**src/rtl/lb_fanout_pkg.sv**
```systemverilog
// Shared types and constants for the lb_fanout local-bus fan-out.
package lb_fanout_pkg;

  typedef enum logic [0:0] {
    IDLE = 1'b0,
    WAIT = 1'b1
  } state_t;

  localparam logic [31:0] DEF_TIMEOUT_VAL  = 32'hdead_beef;
  localparam logic [31:0] DEF_UNMAPPED_VAL = 32'hbad0_0000;

  function automatic logic [15:0] sat_inc16(input logic [15:0] v);
    return (v == 16'hffff) ? v : v + 16'd1;
  endfunction

endpackage

```
**src/rtl/lb_fanout_if.sv**
```systemverilog
// Local-bus bundle between the host side and the N_CH application slots.
interface lb_fanout_if #(
  parameter int N_CH    = 4,
  parameter int AW      = 24,
  parameter int CH_BITS = 4
);
  // Host: h_strobe qualifies one transaction for exactly one cycle, no ready;
  // a read completes with a one-cycle h_rd_valid while h_busy covers the
  // outstanding window. Slots: c_strobe[k] is a one-cycle request and
  // c_rd_valid[k] a one-cycle completion carrying c_rdata slice k.
  logic [AW-1:0]         h_addr;
  logic                  h_strobe;
  logic                  h_rd;
  logic                  h_write;
  logic [31:0]           h_wdata;
  logic [31:0]           h_rdata;
  logic                  h_rd_valid;
  logic                  h_busy;
  logic [AW-CH_BITS-1:0] c_addr;
  logic [31:0]           c_wdata;
  logic [N_CH-1:0]       c_strobe;
  logic                  c_rd;
  logic                  c_write;
  logic [N_CH*32-1:0]    c_rdata;
  logic [N_CH-1:0]       c_rd_valid;

  modport master (
    output h_addr, h_strobe, h_rd, h_write, h_wdata, c_rdata, c_rd_valid,
    input  h_rdata, h_rd_valid, h_busy, c_addr, c_wdata, c_strobe, c_rd, c_write
  );

  modport slave (
    input  h_addr, h_strobe, h_rd, h_write, h_wdata, c_rdata, c_rd_valid,
    output h_rdata, h_rd_valid, h_busy, c_addr, c_wdata, c_strobe, c_rd, c_write
  );
endinterface

```
**src/rtl/lb_sat_cnt16.sv**
```systemverilog
// 16-bit saturating event counter with synchronous clear (clear wins).
module lb_sat_cnt16
  import lb_fanout_pkg::*;
(
  input  logic        clk,
  input  logic        rst,
  input  logic        clr,
  input  logic        inc,
  output logic [15:0] cnt
);

  always_ff @(posedge clk) begin
    if (rst || clr) begin
      cnt <= '0;
    end else if (inc) begin
      cnt <= sat_inc16(cnt);
    end
  end

endmodule

```
**src/rtl/lb_fanout.sv**
```systemverilog
// Local-bus fan-out to N_CH slots with one outstanding read and timeout.
// Optional per-slot read statistics when LB_FANOUT_STATS_EN is defined.
module lb_fanout
  import lb_fanout_pkg::*;
#(
  parameter int          N_CH         = 4,
  parameter int          AW           = 24,
  parameter int          CH_BITS      = 4,
  parameter int          TIMEOUT      = 255,
  parameter logic [31:0] TIMEOUT_VAL  = DEF_TIMEOUT_VAL,
  parameter logic [31:0] UNMAPPED_VAL = DEF_UNMAPPED_VAL
) (
  input  logic         lb_clk,
  input  logic         rst,
  lb_fanout_if.slave   bus,
  output logic [15:0]  err_timeout,
  output logic [15:0]  err_drop,
  output state_t       dbg_state
`ifdef LB_FANOUT_STATS_EN
  ,
  input  logic                 stats_clr,
  output logic [N_CH*16-1:0]   stats_rd_cnt
`endif
);

  localparam logic [CH_BITS:0] N_CH_W   = (CH_BITS + 1)'(N_CH);
  localparam logic [15:0]      TMO_LAST = 16'(TIMEOUT - 1);

  state_t               state;
  logic [CH_BITS-1:0]   sel;
  logic [15:0]          timer;

  logic [CH_BITS-1:0]   idx;
  logic                 mapped;
  logic [N_CH-1:0]      strobe_hot;
  logic [31:0]          sel_rdata;
  logic                 sel_valid;
  logic                 accept;
  logic                 drop;
  logic                 slot_done;
  logic                 timeout_hit;

  always_comb begin
    idx        = bus.h_addr[AW-1 -: CH_BITS];
    mapped     = ({1'b0, idx} < N_CH_W);
    strobe_hot = '0;
    sel_rdata  = '0;
    sel_valid  = 1'b0;
    for (int k = 0; k < N_CH; k++) begin
      strobe_hot[k] = (idx == CH_BITS'(k));
      if (sel == CH_BITS'(k)) begin
        sel_rdata = bus.c_rdata[32*k +: 32];
        sel_valid = bus.c_rd_valid[k];
      end
    end
    // h_busy spans WAIT plus the completion cycle, so it alone gates new work.
    accept      = bus.h_strobe && !bus.h_busy;
    drop        = bus.h_strobe && bus.h_busy;
    slot_done   = (state == WAIT) && sel_valid;
    timeout_hit = (state == WAIT) && !sel_valid && (timer == TMO_LAST);
  end

  always_ff @(posedge lb_clk) begin
    if (rst) begin
      state          <= IDLE;
      sel            <= '0;
      timer          <= '0;
      bus.c_addr     <= '0;
      bus.c_wdata    <= '0;
      bus.c_strobe   <= '0;
      bus.c_rd       <= 1'b0;
      bus.c_write    <= 1'b0;
      bus.h_rdata    <= '0;
      bus.h_rd_valid <= 1'b0;
      bus.h_busy     <= 1'b0;
    end else begin
      bus.c_strobe   <= '0;
      bus.h_rd_valid <= 1'b0;
      case (state)
        IDLE: begin
          if (bus.h_busy) begin
            bus.h_busy <= 1'b0;
          end
          if (accept) begin
            bus.c_addr  <= bus.h_addr[AW-CH_BITS-1:0];
            bus.c_wdata <= bus.h_wdata;
            bus.c_rd    <= bus.h_rd;
            bus.c_write <= bus.h_write;
            if (mapped) begin
              bus.c_strobe <= strobe_hot;
              if (bus.h_rd) begin
                state      <= WAIT;
                sel        <= idx;
                timer      <= '0;
                bus.h_busy <= 1'b1;
              end
            end else if (bus.h_rd) begin
              bus.h_rdata    <= UNMAPPED_VAL;
              bus.h_rd_valid <= 1'b1;
            end
          end
        end
        WAIT: begin
          timer <= timer + 16'd1;
          if (slot_done) begin
            bus.h_rdata    <= sel_rdata;
            bus.h_rd_valid <= 1'b1;
            state          <= IDLE;
          end else if (timeout_hit) begin
            bus.h_rdata    <= TIMEOUT_VAL;
            bus.h_rd_valid <= 1'b1;
            state          <= IDLE;
          end
        end
        default: state <= IDLE;
      endcase
    end
  end

  assign dbg_state = state;

  lb_sat_cnt16 u_err_timeout (
    .clk (lb_clk),
    .rst (rst),
    .clr (1'b0),
    .inc (timeout_hit),
    .cnt (err_timeout)
  );

  lb_sat_cnt16 u_err_drop (
    .clk (lb_clk),
    .rst (rst),
    .clr (1'b0),
    .inc (drop),
    .cnt (err_drop)
  );

`ifdef LB_FANOUT_STATS_EN
  for (genvar k = 0; k < N_CH; k++) begin : g_stats
    lb_sat_cnt16 u_rd_cnt (
      .clk (lb_clk),
      .rst (rst),
      .clr (stats_clr),
      .inc (slot_done && (sel == CH_BITS'(k))),
      .cnt (stats_rd_cnt[16*k +: 16])
    );
  end
`endif

endmodule
```
**src/flat_wrapper.sv**
```systemverilog
// flat-port wrapper written by rule: the top's interface ports become plain ports
module lb_fanout_flat import lb_fanout_pkg::*;
#(
  parameter int          N_CH         = 4,
  parameter int          AW           = 24,
  parameter int          CH_BITS      = 4,
  parameter int          TIMEOUT      = 255,
  parameter logic [31:0] TIMEOUT_VAL  = DEF_TIMEOUT_VAL,
  parameter logic [31:0] UNMAPPED_VAL = DEF_UNMAPPED_VAL
)
  (lb_clk, rst, err_timeout, err_drop, dbg_state, bus_h_addr, bus_h_strobe, bus_h_rd, bus_h_write, bus_h_wdata, bus_c_rdata, bus_c_rd_valid, bus_h_rdata, bus_h_rd_valid, bus_h_busy, bus_c_addr, bus_c_wdata, bus_c_strobe, bus_c_rd, bus_c_write);
  lb_fanout_if #(.N_CH(N_CH), .AW(AW), .CH_BITS(CH_BITS)) bus_i ();
  input  logic lb_clk;
  input  logic rst;
  output logic [15:0] err_timeout;
  output logic [15:0] err_drop;
  output state_t dbg_state;
  input wire logic [$bits(bus_i.h_addr)-1:0] bus_h_addr;
  input wire logic [$bits(bus_i.h_strobe)-1:0] bus_h_strobe;
  input wire logic [$bits(bus_i.h_rd)-1:0] bus_h_rd;
  input wire logic [$bits(bus_i.h_write)-1:0] bus_h_write;
  input wire logic [$bits(bus_i.h_wdata)-1:0] bus_h_wdata;
  input wire logic [$bits(bus_i.c_rdata)-1:0] bus_c_rdata;
  input wire logic [$bits(bus_i.c_rd_valid)-1:0] bus_c_rd_valid;
  output wire logic [$bits(bus_i.h_rdata)-1:0] bus_h_rdata;
  output wire logic [$bits(bus_i.h_rd_valid)-1:0] bus_h_rd_valid;
  output wire logic [$bits(bus_i.h_busy)-1:0] bus_h_busy;
  output wire logic [$bits(bus_i.c_addr)-1:0] bus_c_addr;
  output wire logic [$bits(bus_i.c_wdata)-1:0] bus_c_wdata;
  output wire logic [$bits(bus_i.c_strobe)-1:0] bus_c_strobe;
  output wire logic [$bits(bus_i.c_rd)-1:0] bus_c_rd;
  output wire logic [$bits(bus_i.c_write)-1:0] bus_c_write;
  assign bus_i.h_addr = bus_h_addr;
  assign bus_i.h_strobe = bus_h_strobe;
  assign bus_i.h_rd = bus_h_rd;
  assign bus_i.h_write = bus_h_write;
  assign bus_i.h_wdata = bus_h_wdata;
  assign bus_i.c_rdata = bus_c_rdata;
  assign bus_i.c_rd_valid = bus_c_rd_valid;
  assign bus_h_rdata = bus_i.h_rdata;
  assign bus_h_rd_valid = bus_i.h_rd_valid;
  assign bus_h_busy = bus_i.h_busy;
  assign bus_c_addr = bus_i.c_addr;
  assign bus_c_wdata = bus_i.c_wdata;
  assign bus_c_strobe = bus_i.c_strobe;
  assign bus_c_rd = bus_i.c_rd;
  assign bus_c_write = bus_i.c_write;
  lb_fanout #(.N_CH(N_CH), .AW(AW), .CH_BITS(CH_BITS), .TIMEOUT(TIMEOUT), .TIMEOUT_VAL(TIMEOUT_VAL), .UNMAPPED_VAL(UNMAPPED_VAL)) u_core (.lb_clk(lb_clk), .rst(rst), .bus(bus_i), .err_timeout(err_timeout), .err_drop(err_drop), .dbg_state(dbg_state));
endmodule
```
**config.mk**
```make
export PLATFORM = sky130hd
export DESIGN_NAME = lb_fanout_flat
export DESIGN_NICKNAME = d
export VERILOG_FILES = /design/src/rtl/lb_fanout_pkg.sv /design/src/rtl/lb_fanout_if.sv /design/src/rtl/lb_sat_cnt16.sv /design/src/rtl/lb_fanout.sv /design/src/flat_wrapper.sv
export SDC_FILE = /design/constraint.sdc
export NUM_CORES = 1
export LEC_CHECK = 0
export CAP_MARGIN = 20
export CORE_ASPECT_RATIO = 0.7
export CORE_MARGIN = 2
export CORE_UTILIZATION = 37
export DETAILED_ROUTE_END_ITERATION = 10
export PLACE_DENSITY = 0.87
export SYNTH_ARGS = -nofsm -noshare
export SYNTH_HDL_FRONTEND = slang
export SYNTH_HIERARCHICAL = 1
export SYNTH_SLANG_ARGS = --single-unit
export TNS_END_PERCENT = 30
```
**constraint.sdc**
```tcl
create_clock -name lb_clk -period 2.5 [get_ports lb_clk]
set_input_delay 0.25 -clock lb_clk [delete_from_list [all_inputs] [get_ports lb_clk]]
set_output_delay 0.25 -clock lb_clk [all_outputs]
set_load 0.005 [all_outputs]
```
==> results.cfg <==
[timing]
rsz0062_at_grt = yes
fin_ws_ps = -53.7
min_period_over_period_pct = 102
slew_violations = 0
fmax_ghz = 0.392
period_minus_slack_ps = 2550
slew-limit-headroom_pct = 37.1
fin_skew_ps = 9.37
hold_violations = 0
setup_violations = 6
worst_slew_pin_slew_ps = 940

[yosys]
synth_top_family_by_area = simple AND/OR/NAND/NOR gates
syn_area_mm2 = 0.00671
async_flop_share_pct = 0
synth_ff_type = dfxtp_1
synth_compound_area_share_pct = 20.4
netlist_instances = 757
synth-edff-count = 0
synthMuxAreaShare_pct = 9.14
synth_cell_type_count = 58
yosys_warnings = 6
ys_seq_elements = 145
ys_seq_area_share_pct = 43.3
yosys.area_share.simple_pct = 22.3
synthXorXnorAreaFrac_pct = 0.261
avgSynthCellArea_um2 = 8.86
synth-adder-area-share_pct = 0.746

[power_and_ir_drop]
powerDensity_mw_per_mm2 = 523
p_leak_nw = 3.89
p_total_mw = 5.77
peakVddDrop_mv = 0.370

[detailed_routing]
drt_pass1_iterations = 6
first_iter_violations = 773
wl_um = 23700
routedWlPerCell_um = 17.7
drc = 0
num_vias = 7260
via_per_inst = 5.42
ant_nets = 0

[die]
die_area_mm2 = 0.0192
rows = 41
core_area_mm2 = 0.0179
start_util_pct = 37.5
die_x_um = 165
die_h_um = 117
ios = 318

[clock_tree]
ctsLongestPathBuffers = 2
cts_made_buffers = 17
clk_pin_slew_worst_paths_ps = 60
insertion_delay_ps = 410
cts_hold_buf = 0
cts_max_level = 4
cts.sinks = 145
root_buffer = clkbuf_16
tritoncts = built

[run]
maxCapViolCount = 0

[global_route]
grt_pass1_vias = 6797
grt_max_degree = 57
antenna_found_initial = 0
overflow = 0
grt_pass1_wl_um = 35600
grt_use_total_pct = 23.9

[worst_setup_path]
cp_slowest_cell = or4b_4
critical_path_class = reg2reg
crit_path_start_kind = flop
worst-path-max-fanout = 6
critPathRequiredTime_ps = 2840
cp_slowest_stage_delay_ps = 490
path_buf_inv = 2
crit_path_cell_trace = inv_2, ha_1, or4b_4, nor4_4, nand2_2, nor2_2, buf_6, and3_4, nand4_4, or4_1, a21oi_1
crit_family = simple AND/OR/NAND/NOR gates
worst_ep_arrival_time_ps = 2900
cp-end-kind = flop

[placement]
dp_slack_ps = -317
placed_area_mm2 = 0.0103
hpwlAfterDp_um = 17400
place_congestion = 0.879
numPortBuffers = 317
post-place-cells = 1302

[final_layout]
syn_to_final_growth_pct = 64.5
drive_gt1_share_pct = 12.5
fin_nets = 1289
num_antenna_cells = 0
fill_cells = 1487
final_util_pct = 61.6
design_area_mm2 = 0.0110
finalNonFillerCells = 1340
final_common_cell = clkdlybuf4s50_1
mostFrequentLayoutCells = clkdlybuf4s50_1 (316), nand2_1 (155), dfxtp_1 (142)

[status]
failed_checks = negative setup slack
status = finished, violations left

[min_path]
hold_class = in2reg
final timing paths:
check | startpoint | endpoint | slack (ps) | cells after the start
setup reg to reg | u_core/timer[0]$_SDFFE_PP0P_ | u_core/u_err_timeout/cnt[11]$_SDFFE_PP0P_ | -50 | 11
setup / recovery | u_core/timer[0]$_SDFFE_PP0P_ | u_core/u_err_timeout/cnt[11]$_SDFFE_PP0P_ | -50 | 11
hold reg to reg | u_core/bus.c_wdata[11]$_SDFFE_PP0P_ | u_core/bus.c_wdata[11]$_SDFFE_PP0P_ | 450 | 2
hold / removal | rst | u_core/bus.h_rdata[22]$_SDFFE_PP0P_ | 250 | 2
metrics by stage:
step           TNS [ps]  hold slack (ps)
2_1_floorplan         0              327
3_3_place_gp      -1730              441
3_5_place_dp      -2340              447
4_1_cts           -88.3              231
5_1_grt           -1430              254
6_report           -211              249
area by class of cell:
cell class,instances,area [um^2],area share [%]
Multi-Input combinational cell,558,3700,33.6
Timing Repair Buffer,356,3490,31.6
Sequential cell,145,2910,26.3
Clock buffer,21,450,4.08
Tap cell,236,295,2.68
Clock inverter,10,136,1.24
Inverter,14,52.6,0.476
power breakdown:
part           switching (mW)  total (mW)  internal (mW)
clock network           0.974        2.56           1.59
registers              0.0391        2.42           2.38
logic                   0.292       0.789          0.497
cells in the mapped netlist, drive strengths merged (3+ instances only):
master	number	area share, %
clkbuf	34	1.9
o21ai	27	2.1
dfxtp	145	43
nand3	19	1.4
mux2i	14	2.1
mux4	16	5.4
or3	9	0.84
o41ai	10	1.5
and2	12	1.1
a31oi	6	0.56
a21oi	85	6.3
nand2	156	8.7
o211ai	4	0.45
nor3b	5	0.63
a22o	19	2.5
or4	8	0.90
o31ai	8	0.90
mux2	10	1.7
nand4	17	1.8
ha	4	0.75
nor4	9	1.3
a211oi	3	0.34
a221o	13	1.9
a211o	6	0.78
a221oi	5	0.65
nor2	29	1.6
or2	7	0.65
and4	9	1.2
buf	11	1.1
and3	3	0.28
inv	14	0.78
nor3	13	1.1
o311ai	8	1.0
per-layer routing:
layer / global-route usage (%) / wire [um]
met3: 7.81 / 2360
met2: 38.3 / 11100
met5: 0 / 0
met1: 30.7 / 9940
met4: 7.71 / 323
worst register-to-register path: cells and delay by family, from the launching register on:
kind / cells / cell delay, ps
buffers and inverters: 2 / 170
flip-flops: 1 / 320
AO/OA/AOI/OAI: 1 / 150
adder cells (fa/ha/maj): 1 / 120
AND/OR/NAND/NOR: 7 / 1740
logic make-up after synthesis:
logic type / count (synthesis)
flops: 145
buf+inv: 59
other cells: 1
simple gates: 302
fa+ha+maj: 4
xor+xnor: 2
compound gates: 204
mux: 40
state kept, by name, summed over array words and instances, names as in the netlist:
name,count
u_core/bus.c_addr,20
u_core/bus.c_rd,1
u_core/bus.c_strobe,4
u_core/bus.c_wdata,32
u_core/bus.c_write,1
u_core/bus.h_busy,1
u_core/bus.h_rd_valid,1
u_core/bus.h_rdata,32
u_core/dbg_state,1
u_core/sel,4
u_core/timer,16
u_core/u_err_drop/cnt,16
u_core/u_err_timeout/cnt,16
what timing repair did:
| item | in CTS | in global routing |
|---|---|---|
| endpoints found under the setup margin | 10 | 22 |
| pin swaps | 6 | 6 |
| setup buffers | 3 | 3 |
| resized for setup | 14 | 16 |
(Power assumes the default switching activity.)
